[src/rtl/cost_monitor.sv]
`default_nettype none
// ---------------------------------------------------------------------------
// cost_monitor: windowed mean-|cost| tracker with convergence and timeout detection.
// Revision: 1.0
// ---------------------------------------------------------------------------
module cost_monitor #(
   parameter int WIDTH     = 24,
   parameter int LOG2_WIN  = 3,
   parameter int MAX_EPOCH = 16
) (
   input  logic             clk,
   input  logic             rst,
   input  logic             i_start,
   input  logic             i_valid,
   input  logic [WIDTH-1:0] i_cost,
   input  logic [WIDTH-1:0] i_threshold,
   output logic [WIDTH-1:0] o_avg,
   output logic             o_avg_valid,
   output logic [15:0]      o_epoch,
   output logic             o_busy,
   output logic             o_converged,
   output logic             o_timeout
);

   localparam int ACC_W = WIDTH + LOG2_WIN;
   localparam logic [WIDTH-1:0] MOST_NEG = {1'b1, {(WIDTH-1){1'b0}}};
   localparam logic [WIDTH-1:0] MOST_POS = {1'b0, {(WIDTH-1){1'b1}}};

   typedef enum logic [1:0] {
      IDLE  = 2'd0,
      ACCUM = 2'd1,
      DONE  = 2'd2
   } state_t;

   state_t              state;
   state_t              state_next;
   logic [ACC_W-1:0]    acc;
   logic [ACC_W-1:0]    acc_sum;
   logic [LOG2_WIN-1:0] cnt;
   logic [WIDTH-1:0]    mag;
   logic [WIDTH-1:0]    avg_new;
   logic [15:0]         epoch_inc;
   logic                start_run;
   logic                take;
   logic                win_done;
   logic                conv_hit;
   logic                tmo_hit;

   // The most negative sample has no positive counterpart, so it clips.
   always_comb begin
      mag = i_cost;
      if (i_cost[WIDTH-1]) begin
         if (i_cost == MOST_NEG) mag = MOST_POS;
         else                    mag = -i_cost;
      end
   end

   assign acc_sum   = acc + {{LOG2_WIN{1'b0}}, mag};
   assign avg_new   = acc_sum[ACC_W-1:LOG2_WIN];
   assign epoch_inc = o_epoch + 16'd1;
   assign start_run = (state != ACCUM) && i_start;
   assign take      = (state == ACCUM) && i_valid;
   assign win_done  = take && (cnt == {LOG2_WIN{1'b1}});
   assign conv_hit  = win_done && (avg_new <= i_threshold);
   assign tmo_hit   = win_done && !conv_hit && (epoch_inc == 16'(MAX_EPOCH));
   assign o_busy    = (state == ACCUM);

   always_comb begin
      state_next = state;
      case (state)
         IDLE:    if (i_start) state_next = ACCUM;
         ACCUM:   if (conv_hit || tmo_hit) state_next = DONE;
         DONE:    if (i_start) state_next = ACCUM;
         default: state_next = IDLE;
      endcase
   end

   always_ff @(posedge clk or negedge rst) begin
      if (!rst) begin
         state       <= IDLE;
         acc         <= '0;
         cnt         <= '0;
         o_avg       <= '0;
         o_avg_valid <= 1'b0;
         o_epoch     <= '0;
         o_converged <= 1'b0;
         o_timeout   <= 1'b0;
      end else begin
         state       <= state_next;
         o_avg_valid <= win_done;
         if (start_run) begin
            acc         <= '0;
            cnt         <= '0;
            o_epoch     <= '0;
            o_converged <= 1'b0;
            o_timeout   <= 1'b0;
         end else if (win_done) begin
            o_avg       <= avg_new;
            o_epoch     <= epoch_inc;
            acc         <= '0;
            cnt         <= '0;
            o_converged <= conv_hit;
            o_timeout   <= tmo_hit;
         end else if (take) begin
            acc <= acc_sum;
            cnt <= cnt + LOG2_WIN'(1);
         end
      end
   end

endmodule
`default_nettype wire

[config.mk]
export PLATFORM = sky130hd
export DESIGN_NAME = cost_monitor
export DESIGN_NICKNAME = d
export VERILOG_FILES = /design/src/rtl/cost_monitor.sv
export SDC_FILE = /design/constraint.sdc
export NUM_CORES = 1
export LEC_CHECK = 0
export BUFFER_PORTS_ARGS = -buffer_cell sky130_fd_sc_hd__buf_2
export CORE_MARGIN = 8
export CORE_UTILIZATION = 45
export DETAILED_ROUTE_END_ITERATION = 7
export GPL_TIMING_DRIVEN = 1
export PLACE_DENSITY_LB_ADDON = 0.1
export SYNTH_ARGS = -nofsm -noshare
export SYNTH_HDL_FRONTEND = slang
export SYNTH_SLANG_ARGS = --single-unit
export TNS_END_PERCENT = 10
[constraint.sdc]
create_clock -name clk -period 5.2 [get_ports clk]
set_input_delay 0 -clock clk [delete_from_list [all_inputs] [get_ports clk]]
set_output_delay 0 -clock clk [all_outputs]
set_load 0.02 [all_outputs]
* After elaboration in Yosys (flattened, before gate mapping)
Index checks and enable logic that the tools add are counted.
Storage, ports and cells: register bits after elaboration 75, bits of input ports 52, word-level logic and storage cells 53
Operators by class: equality and inequality tests 8, reduce and logical (&&, ||, !) cells 14, $add $sub $neg 4, magnitude comparators 1, muxes and demuxes 17, bitwise operators 1
Operators by type and width (count):
- $mux W27 | 3
- $mux W24 | 2
- $mux W16 | 2
- $add A27 B24 Y27 | 1
- $eq A24 B24 Y1 const B | 1
- $le A24 B24 Y1 | 1
- $neg A24 Y24 | 1
- $add A16 B1 Y16 const B | 1
- $eq A16 B5 Y1 const B | 1
- $mux W3 | 3
- $logic_and A1 B1 Y1 | 6
- $ne A2 B1 Y1 const B | 3
- $mux W1 | 4
- $mux W2 | 2
- $pmux W2 S2 | 1
- $reduce_and A2 Y1 | 2
- $add A3 B1 Y3 const B | 1
- $eq A3 B3 Y1 const B | 1
- $reduce_bool A3 Y1 | 1
- $eq A2 B1 Y1 const B | 1
- $eq A2 B2 Y1 const B | 1
- $logic_not A2 Y1 | 1
- $reduce_bool A2 Y1 | 1
- $reduce_or A2 Y1 | 1
- 3 further kinds | 3

* Depth between registers and ports, before layout
Gate-level depths: netlist of run 1.
word-level depth 12, depth in mapped cells 25, gate-level depth less buffers 24

* Worst setup path after synthesis of run 1
Ideal clock, no wire load.
kind input port to flip-flop, start point input i_cost[10], end point register state[0], cell stages on the path 21, path buffers 1, data arrival time 4733 ps, library setup time 120 ps, slack 347 ps, cell sequence or4_4 > nor4_2 > and2_1 > nand3_1 > clkbuf_1 > nand2_1 > ha_1 > a21o_1 > a221oi_2 > a2bb2oi_2 > nor3_1 > or3_1 > nand3_1 > ha_1 > and4_1 > nand4_1 > nor4_2 > o31a_1 > o21ai_1 > or4_4 > o211a_1
On the way: word-level cells in the longest chain between the ends 12
RTL lines:
- from (decl) | RTL line 15 | input logic [WIDTH-1:0] i_cost,
- $neg A24 Y24 or $eq A24 B24 Y1 (tied branches) | RTL line 54, 53
- $mux W24 | RTL line 53 | if (i_cost == MOST_NEG) mag = MOST_POS;
- $mux W24 * | RTL line 52 | if (i_cost[WIDTH-1]) begin
- $add A27 B24 Y27 * | RTL line 58 | assign acc_sum = acc + {{LOG2_WIN{1'b0}}, mag};
- via acc_sum[26] | RTL line 38 | logic [ACC_W-1:0] acc_sum;
- $le A24 B24 Y1 * | RTL line 64 | assign conv_hit = win_done && (avg_new <= i_threshold);
- $logic_and A1 B1 Y1 * | RTL line 64
- $logic_not A1 Y1 | RTL line 65 | assign tmo_hit = win_done && !conv_hit && (epoch_inc == 16'(MAX_EPOCH));
- $logic_and A1 B1 Y1 (2 in series) | RTL line 65
- $logic_or A1 B1 Y1 * | RTL line 72 | ACCUM: if (conv_hit || tmo_hit) state_next = DONE;
- $ne A2 B1 Y1 (no source line) *
- $reduce_and A2 Y1 (no source line) *
- to (signal assigned) | RTL line 89 | state <= state_next;
- to (decl) | RTL line 35 | state_t state;
Mark *: on every way through the listed nets, which the timed path passes. The rest lies on a longest branch. A chain may end at the register's enable or synchronous reset.

* Worst setup path in the final report of run 1
Ends and elaborated chain as after synthesis.

==> metrics.md, run 1 <==
| Metric | Value |
|---|---|
| Worst-Margin Slew | 1070 ps |
| Avg Inst Size Synth | 8.34 sq um |
| Vias in the first global route | 5622 |
| Distinct cells, synth | 63 |
| Pin count of the biggest net entering global routing | 76 |
| # H-tree levels | 3 |
| Root Driver | clkbuf_16 |
| TritonCTS clock tree | yes |
| Via Count | 5745 |
| Syn-to-layout area delta | 24.2% |
| Cell taking the most area after synthesis | dfrtp_1 |
| Critical Path Fanout Max | 4 |
| Final Setup Violations | 0 |
| Syn Nets | 808 |
| Die Area | 16900 sq um |
| Gr ovfl total | 0 |
| Fin crit period | 4950 ps |
| DRT iter0 DRCs | 290 |
| First-pass GRT wire length | 27.5 mm |
| Core area | 12700 sq um |
| Initial Utilization | 46.1% |
| Yosys top cell area share | 32.1% |
| Fill count | 1172 |
| Register clock-pin slew on the reported worst setup and hold paths | 60 ps |
| HP Class | primary input to register |
| Dominant combinational cell family by area after synthesis | compound AO/OA/AOI/OAI gates |
| Worst hold start | i_valid |
| Sequential standard cell area | 1880 sq um |
| Slew margin rel. | 28.6% |
| CP required | 5420 ps |
| Layout cell share with drive strength beyond 1 | 24.6% |
| DRC Markers | 0 |
| Post-Syn Area | 5850 sq um |
| Routability cong. | 0.928 |
| Setup TNS | 0 ps |
| Sequential cell area fraction in the yosys report | 32.1% |
| Clk sinks | 75 |
| Worst Setup Start Kind | primary input |
| Max VDD drop | 0.314 mV |
| Die width | 130 microns |
| Commonest non-fill, non-tap cell in the layout | nand2_1 |
| Routed WL | 16.8 mm |
| Total CTS buffers | 9 |
| Number of synthesized flops with an enable pin | 0 |
| Drt pass-1 iters | 5 |
| Max-cap violations | 0 |
| Critical Path AT | 5170 ps |
| Final worst-path setup slack | 247 ps |
| Final period utilization | 95.2% |
| Area of the multi-input gates | 3740 sq um |
| FF-to-FF Start | acc[0] |
| #FFs+latches synth | 75 |
| Pwr per Cell Area | 559 nW/um^2 |
| Syn Inst Count | 701 |
| FP Rows | 41 |
| Final #Nets | 953 |
| IO Port Bufs | 95 |
| Peak Freq | 202 MHz |
| Multiplexer share of the synthesized area | 3.00% |
| Skew-Pair Late Insertion Delay | 330 ps |
| Routed vias/inst | 5.62 |
| Worst hold margin | 50.5 ps |
| Tot GR Track Use | 20.2% |
| Max Slew Vio Count | 0 |
| Die span in y | 130 microns |
| Outcome | complete, no violations |
| RSZ-0062 raised after global routing | no |
| Fin. Hold Viols | 0 |
| Most frequent cells in the layout | nand2_1 (104), buf_2 (94), dfrtp_1 (75) |
| Share of synthesized flip-flops with an asynchronous set or reset | 100% |
| Wirelength per Cell | 16.5 microns |
| CP startpoint | i_cost[10] |
| Post-synthesis xor/xnor area fraction | 4.64% |
| I/O pins | 96 |
| Synth Area in Compound Gates | 24.1% |
| Initial antenna violation count | 0 |
| HPWL Detailed | 12.7 mm |
| Leakage | 0.00371 uW |
| CTS Buffer Depth | 2 |
| Diode count | 0 |
| Dominant cells by area after synthesis | dfrtp_1 (32%), ha_1 (12%), nand2_1 (6.7%), o21ai_0 (5.3%), a21oi_1 (3.9%) |
| Routed Antenna Nets | 0 |
| Synth Area in Adders | 11.9% |
| Max Clock Skew | 8.36 ps |
| Worst setup EP type | register |
| Main synth FF type | dfrtp_1 |
| Critical path start-end classification | primary input to register |
| Simple-gate share of the synthesized area | 19.5% |
| Pre-CTS setup slack | -455 ps |
| Syn. warnings | 0 |
worst max-delay path: stages:
cell and delay (ps):
buf_2 100, or4_4 560, or3_4 370, nor2_2 130, nand2_1 80, or3_1 310, a21oi_1 150, a31oi_1 80
ha_2 240, a211oi_1 250, nand2_1 140, a211oi_4 250, a211o_1 220, o311a_1 220, inv_1 70, ha_1 260
and4_1 200, nand4_1 200, nor4_4 330, o31a_1 210, o21ai_1 70, or4_4 560, o211a_1 150
power by group:
part	internal, uW	switching [uW]	leakage [uW]
sequential	780	137	0.000984
clock	334	252	0.000139
combinational	1150	1410	0.00258
total	2260	1800	0.00371
registers in the layout, indices dropped and copies added (netlist names):
register     cells
cnt              3
state            2
acc             27
o_epoch         16
o_avg_valid      1
o_converged      1
o_timeout        1
o_avg           24
metrics by stage:
stage	cells	instance area, sq um	total power (uW)	util (%)
after floorplan	701	5850	2510	-
after global placement	1003	6910	3360	54.5
after detailed placement	1003	6910	3420	54.5
after CTS	1021	7210	4030	56.9
after global routing	1023	7260	4410	57.3
final	1023	7260	4060	57.3
final timing paths:
| kind | endpoint | slack, ps | cells after the start |
|---|---|---|---|
| worst max-delay path | state[0] | 250 | 23 |
| worst min-delay path | cnt[1] | 50 | 2 |
| worst max register to register | state[0] | 700 | 17 |
| worst min register to register | o_avg[1] | 470 | 2 |
| max in group asynchronous | acc[21] | 4200 | 2 |
| min in group asynchronous | o_avg[1] | 360 | 2 |
layer usage:
metal	routed length [microns]	GRT usage (%)	vias up
met2	8030	33.9	144
li1	-	-	2842
met3	868	4.28	24
met5	0	0	-
met1	7640	25.8	2735
met4	297	5.74	0
synthesized netlist by cell type, types with 6 or more instances:
library cell	n
o31ai_1	12
a22o_1	21
a31oi_1	13
nor2_1	40
clkbuf_1	23
nand3_1	16
or3_1	9
mux2_2	12
dfrtp_1	75
ha_1	54
xor2_1	17
o211ai_1	6
nor2b_1	9
o21bai_1	6
xnor2_1	14
nand4_1	14
nand2_1	104
a21o_1	16
a21oi_1	46
inv_1	40
nor3_1	8
o21ai_0	62
cell type report:
cell class,count,share of cell area [%]
Inverter,41,2.12
Timing Repair Buffer,164,13.8
Sequential cell,75,25.8
Multi-Input combinational cell,555,51.6
Clock buffer,11,3.34
Clock inverter,5,0.396
Tap cell,172,2.96
logic make-up (layout without fill, tap and decap cells):
| kind of cell | Yosys count | in the layout |
|---|---|---|
| adders and majority gates | 55 | 55 |
| AOI/OAI and AO/OA | 217 | 217 |
| muxes | 16 | 16 |
| xor gates and xnor gates | 31 | 31 |
| DFF | 75 | 75 |
| buffers and inverters | 71 | 221 |
| and+or+nand+nor | 236 | 236 |
what timing repair did:
| action | in CTS | in global routing |
|---|---|---|
| pin swaps | 0 | 2 |
| endpoints found under the setup margin | 3 | 3 |
| gates resized for setup | 1 | 7 |
| setup buffers | 0 | 2 |
| hold endpoints to repair | 76 | 0 |
| hold buffers | 2 | 0 |
No activity file was read; power rests on OpenSTA's default activity.
==> run 2, diff against run 1 <==
ABC_AREA = 1   (was unset)
==> metrics.md, run 2 <==
| Metric | Value |
|---|---|
| Inst Count DP | 1218 (+21%) |
| Leakage | 0.00413 uW (+11%) |
| Initial Utilization | 46.2% (+0.062 points) |
| Skew-Pair Late Insertion Delay | 340 ps (about the same) |
| Critical path's largest stage delay | 310 ps (-250 ps) |
| DRT iter0 DRCs | 401 (+38%) |
| Diode count | 0 (unchanged) |
| HP Class | primary input to register |
| Commonest non-fill, non-tap cell in the layout | nand2_1 |
| HPWL Detailed | 14.1 mm (+11%) |
| Routed WL | 17.7 mm (+5.3%) |
| Number of synthesized flops with an enable pin | 0 (unchanged) |
| Finished Layout Cells | 1237 (+21%) |
| Via Count | 6291 (+9.5%) |
| Gr ovfl total | 0 (unchanged) |
| # H-tree levels | 3 (unchanged) |
| I/O pins | 96 (unchanged) |
| Register clock-pin slew on the reported worst setup and hold paths | 60 ps (about the same) |
| Max Clock Skew | 5.24 ps (-3.12 ps) |
| Global route hottest layer | met2 |
| Core area | 13900 sq um (+10%) |
| Final Instance Area | 7400 sq um (+1.9%) |
| Final #Nets | 1159 (+22%) |
| Die width | 136 microns (+4.3%) |
| Pwr per Cell Area | 523 nW/um^2 (-6.4%) |
| Syn-to-layout area delta | 15.0% |
| Worst Setup Start Kind | primary input |
| Most frequent cells in the layout | nand2_1 (305), inv_1 (125), buf_2 (94) |
| Wirelength per Cell | 14.3 microns (-13%) |
| Final Setup Violations | 0 (unchanged) |
| Syn Inst Count | 956 (+36%) |
| Vias in the first global route | 6061 (+7.8%) |
| Cell mode on critical path | nand2_1 |
| Fin. Hold Viols | 0 (unchanged) |
| RSZ-0062 raised after global routing | no |
| TritonCTS clock tree | yes |
| Dominant cells by area after synthesis | dfrtp_1 (29%), nand2_1 (18%), ha_1 (10%), inv_1 (7.3%), nand3_1 (5.5%) |
| Avg Inst Size Synth | 6.74 sq um (-19%) |
| Worst-Margin Slew | 1040 ps (-31.6 ps) |
| DRC Markers | 0 (unchanged) |
| Pin count of the biggest net entering global routing | 76 (unchanged) |
| Routed vias/inst | 5.09 (-9.4%) |
| Drt pass-1 iters | 5 (unchanged) |
| Initial antenna violation count | 0 (unchanged) |
| Total CTS buffers | 9 (unchanged) |
| Outcome | complete, no violations |
| Max VDD drop | 0.187 mV (-40%) |
| Top reg by flops | acc |
| Die span in y | 136 microns (+4.3%) |
| Worst hold margin | 115 ps (+64.2 ps) |
| Worst setup EP type | register |
| Clk sinks | 75 (unchanged) |
| Share of synthesized flip-flops with an asynchronous set or reset | 100% (unchanged) |
| FP Rows | 43 (+4.9%) |
| Layout cell share with drive strength beyond 1 | 14.9% (-9.7 points) |
| Biggest regs | acc: 27 flops, o_avg: 24 flops, o_epoch: 16 flops |
| First-pass GRT wire length | 29.5 mm (+7.5%) |
| Post-DP Area | 7090 sq um (+2.6%) |
| Final period utilization | 79.2% (-16 points) |
| Max-cap violations | 0 (unchanged) |
| Critical Path Fanout Max | 16 (+12) |
| Critical path start-end classification | primary input to register |
| Synth top cells by count | nand2_1 (305), inv_1 (125), nor2_1 (84) |
| CP required | 5430 ps (about the same) |
| Met3 Use GR | 3.93% (-0.35 points) |
| Setup TNS | 0 ps (unchanged) |
| Routability cong. | 0.928 (about the same) |
| #FFs+latches synth | 75 (unchanged) |
| IO Port Bufs | 95 (unchanged) |
| Syn Nets | 1063 (+32%) |
| Yosys top cell area share | 29.1% (-3.0 points) |
| Cell taking the most area after synthesis | dfrtp_1 |
| Post-Syn Area | 6440 sq um (+10%) |
| Met2 Usage GRT | 32.0% (-1.9 points) |
| Root Driver | clkbuf_16 |
| Critical Path AT | 4340 ps (-830 ps) |
| Peak Freq | 243 MHz (+20%) |
| Routed Antenna Nets | 0 (unchanged) |
| Die Area | 18400 sq um (+8.8%) |
| Syn. warnings | 0 (unchanged) |
| Sequential cell area fraction in the yosys report | 29.1% (-3.0 points) |
| Util after Layout | 53.1% (-4.2 points) |
| Max Slew Vio Count | 0 (unchanged) |
| Tot GR Track Use | 20.0% (-0.23 points) |
| Distinct cells, synth | 39 (-38%) |
| Fin crit period | 4120 ps (-836 ps) |
| Critical path's slowest cell | ha_1 |
| Slew margin rel. | 30.9% (+2.3 points) |
| Max FFs per register | 27 (unchanged) |
| PostCTS Resize Cnt | 0 (-1) |
| Main synth FF type | dfrtp_1 |
| Most frequent cell after synthesis | nand2_1 |
| Met1 Usage GRT | 26.9% (+1.1 points) |
| CTS Buffer Depth | 2 (unchanged) |
run 2: cell types whose count changed after synthesis, moves of 12 or more:
cell	previous run	this run
a21o_1	16	2
a31oi_1	13	1
mux2_2	12	0
nand2_1	104	305
o31ai_1	12	0
inv_1	40	125
nand3_1	16	71
a22o_1	21	9
o21ai_0	62	32
nor2_1	40	84
clkbuf_1	23	10
run 2: metal layers:
metal,wire length (microns),part of all wire (%)
met1,8630,49
met2,7970,45
met3,916,5.2
met4,199,1.1
met5,0,0
run 2: logic make-up (layout without fill, tap and decap cells):
logic type	after synthesis	count (layout)	synth area share [%]
flip-flops	75	75	29.1
buffers and inverters	143	244	8.61
adder cells (fa/ha/maj)	55	55	10.8
AND/OR/NAND/NOR	546	546	38.0
AO/OA/AOI/OAI	118	118	10.6
XOR/XNOR	19	19	2.82
run 2: power breakdown:
part           internal (uW)  total, uW  switching, uW  leakage (uW)
clock                    348        599            251      0.000135
combinational            827       2340           1510       0.00302
sequential               794        936            142      0.000976
total                   1970       3870           1900       0.00413
run 2: worst paths after layout:
path,startpoint,end,slack [ps],depth (start not counted)
min in group asynchronous,rst,o_avg_valid,350,2
setup / recovery,i_cost[0],state[1],1080,33
setup reg to reg,acc[0],state[1],1660,21
hold reg to reg,o_avg[2],o_avg[2],470,2
hold / removal,i_cost[0],acc[0],110,5
max in group asynchronous,rst,acc[21],4200,2
run 2: through the flow:
step           total power (uW)  worst slack, ps
6_report                   3870             1080
5_1_grt                    4270              524
4_1_cts                    3900             1090
3_5_place_dp               3280              725
3_3_place_gp               3260              740
2_1_floorplan              2630             1640
run 2: critical path: cells and delay by family:
kind | cells | cell delay (ps)
simple gates | 23 | 2780
buf+inv | 4 | 280
compound gates | 2 | 290
fa+ha+maj | 4 | 980
run 2: cell type report:
type                    instances  area [sq um]
fillers                      1471          6530
multi-input cells             738          4010
flip-flops and latches         75          1880
repair buffers                102           538
inverters                     126           473
clock buffers                  12           256
well taps                     180           225
clock inverters                 4          25.0
run 2: repair_timing:
action	CTS	global route
hold buffers	3	0
endpoints found under the hold margin	78	0
setup buffers	0	0
==> run 3, diff against run 2 <==
clock period = 3.5 ns   (was 5.2 ns; I/O delays follow)
==> metrics.md, run 3 (synthesis gave the netlist of run 2 again) <==
| Metric | Value |
|---|---|
| Outcome | complete, but fails checks |
| Failing checks | setup timing |
| Worst setup EP type | register |
| Register clock-pin slew on the reported worst setup and hold paths | 70 ps (about the same) |
| Wirelength per Cell | 15.6 microns (+8.6%) |
| Max layer used | met4 |
| Worst-Margin Slew | 1100 ps (+62.5 ps) |
| I/O pins | 96 (unchanged) |
| Leakage | 0.00499 uW (+21%) |
| DRC Markers | 0 (unchanged) |
| WL met2 | 9.93 mm (+25%) |
| Initial antenna violation count | 0 (unchanged) |
| Fill count | 1211 (-18%) |
| Fin. Hold Viols | 0 (unchanged) |
| Biggest regs | acc: 27 flops, o_avg: 24 flops, o_epoch: 16 flops |
| Peak Freq | 282 MHz |
| Routed Antenna Nets | 0 (unchanged) |
| Total CTS buffers | 9 (unchanged) |
| TritonCTS clock tree | yes |
| Drt pass-1 iters | 5 (unchanged) |
| Critical R2R Capture | state[1] |
| Clk sinks | 75 (unchanged) |
| Die Area | 18400 sq um (unchanged) |
| R2r setup slk | 350 ps (-1310 ps) |
| Pin count of the biggest net entering global routing | 76 (unchanged) |
| Psw | 3690 uW (+94%) |
| Worst hold start | i_cost[1] |
| Routed vias/inst | 5.17 (+1.7%) |
| Clk network pwr share | 11.2% (-4.3 points) |
| Syn-to-layout area delta | 47.1% |
| Util after Layout | 68.0% (+15 points) |
| Reg power frac | 18.2% (-6.0 points) |
| Max FFs per register | 27 (unchanged) |
| Final Instance Area | 9470 sq um (+28%) |
| Max Clock Skew | 10.4 ps (+5.12 ps) |
| Root Driver | clkbuf_16 |
| Critical Path Fanout Max | 7 (-9) |
| Routed WL | 21.6 mm (+22%) |
| # H-tree levels | 3 (unchanged) |
| Commonest non-fill, non-tap cell in the layout | nand2_1 |
| P_int | 4320 uW (+120%) |
| Vias in the first global route | 6784 (+12%) |
| Worst Setup Start Kind | primary input |
| Layout cell share with drive strength beyond 1 | 38.2% (+23 points) |
| Critical Path AT | 3780 ps (-560 ps) |
| Die span in y | 136 microns (unchanged) |
| Final Setup Violations | 3 (+3) |
| Final #Nets | 1309 (+13%) |
| RSZ-0062 raised after global routing | yes |
| HPWL Detailed | 15.5 mm (+9.9%) |
| Max VDD drop | 0.356 mV (+90%) |
| Fin crit period | 3550 ps |
| WL met3 | 1.16 mm (+27%) |
| Most frequent cells in the layout | nand2_1 (270), buf_4 (149), inv_1 (114) |
| Post-DP Area | 8090 sq um (+14%) |
| DRT iter0 DRCs | 499 (+24%) |
| Routability cong. | 0.939 (+1.2%) |
| Pwr per Cell Area | 846 nW/um^2 (+62%) |
| Die width | 136 microns (unchanged) |
| FP Rows | 43 (unchanged) |
| Met1 Wirelength | 10.2 mm (+18%) |
| Initial Utilization | 46.2% (unchanged) |
| Comb power frac | 70.6% (+10 points) |
| Critical path's largest stage delay | 290 ps (-20 ps) |
| WHS Path Cells | 5 (unchanged) |
| HP Class | primary input to register |
| Top reg by flops | acc |
| First-pass GRT wire length | 32.9 mm (+12%) |
| Final worst-path setup slack | -51.1 ps (-1130 ps) |
| Via Count | 7177 (+14%) |
| FF-to-FF Start | acc[0] |
| Switching Fraction | 46.1% (-3.1 points) |
| Final period utilization | 101% |
| Cell mode on critical path | nand2_1 |
| Max-cap violations | 0 (unchanged) |
| Core area | 13900 sq um (unchanged) |
| Diode count | 0 (unchanged) |
| Max Slew Vio Count | 0 (unchanged) |
| Hold endpoint | acc[1] |
| Critical path start-end classification | primary input to register |
| Critical path's slowest cell | ha_1 |
| CTS Buffer Depth | 2 (unchanged) |
| IO Port Bufs | 95 (unchanged) |
| Worst R2R Path Depth | 23 (+9.5%) |
| Skew-Pair Late Insertion Delay | 350 ps (about the same) |
| Tot GR Track Use | 22.3% (+2.3 points) |
| Gr ovfl total | 0 (unchanged) |
| CP required | 3730 ps (-1700 ps) |
| Slew margin rel. | 26.7% (-4.2 points) |
==> run 3: changes by cell type in the layout (fill, tap and decap cells not counted), sizes merged <==
cell / before / now
buf: 99 / 249
inv: 126 / 125
clkinv: 2 / 3
==> run 3: worst max-delay path: cells and delay by family <==
kind | cells | cell delay (ps)
xor gates and xnor gates | 1 | 220
buffers and inverters | 7 | 640
and+or+nand+nor | 19 | 1840
adders and majority gates | 3 | 680
AOI/OAI and AO/OA | 3 | 380
==> run 3: worst max-delay path by stage <==
stage               from       end  slack [ps]
2_1_floorplan  i_cost[0]  state[1]          -6
3_3_place_gp   i_cost[1]  state[0]        -550
3_5_place_dp   i_cost[1]  state[0]        -600
4_1_cts        i_cost[1]  state[1]           1
5_1_grt        i_cost[1]  state[1]        -330
6_report       i_cost[1]  state[1]         -50
==> run 3: cell type report <==
class	instances	area, sq um	share of cell area (%)
Clock inverter	4	25.0	0.264
Timing Repair Buffer	252	1710	18.0
Sequential cell	75	1880	19.8
Multi-Input combinational cell	738	4890	51.7
Tap cell	180	225	2.38
Inverter	126	485	5.13
Clock buffer	12	256	2.71
==> run 3: timing repair <==
| item | 4_1_cts | 5_1_grt |
|---|---|---|
| resized for setup | 41 | 157 |
| endpoints found under the setup margin | 4 | 4 |
| setup buffers | 5 | 18 |
| endpoints found under the hold margin | 78 | 0 |
| cloned | 0 | 0 |
| hold buffers | 3 | 0 |
| pin swaps | 21 | 73 |
==> run 3: layer usage <==
| metal | vias up | track usage, % |
|---|---|---|
| li1 | 3586 | - |
| met1 | 3331 | 30.7 |
| met2 | 230 | 35.0 |
| met3 | 30 | 3.89 |
| met4 | 0 | 6.17 |
| met5 | - | 0 |
==> run 3: power by group through the flow <==
| stage | registers (uW) | clock network (uW) | logic (uW) |
|---|---|---|---|
| 3_5_place_dp | 1410 | 0 | 4410 |
| 5_1_grt | 1490 | 950 | 6180 |
| 2_1_floorplan | 1520 | 0 | 2400 |
| 4_1_cts | 1430 | 917 | 4660 |
| 3_3_place_gp | 1410 | 0 | 4370 |
| 6_report | 1460 | 896 | 5660 |
==> run 3: metrics by stage <==
step                std cells  power, uW  TNS, ps  hold WS, ps  setup WS [ps]
floorplan                 956       3920    -9.54         -296          -6.07
global placement         1345       5790    -2040          233           -551
detailed placement       1345       5830    -2290          237           -599
CTS                      1369       7010        0          251           1.35
global route             1387       8620    -1200          218           -334
finish                   1387       8010    -93.0          189          -51.1
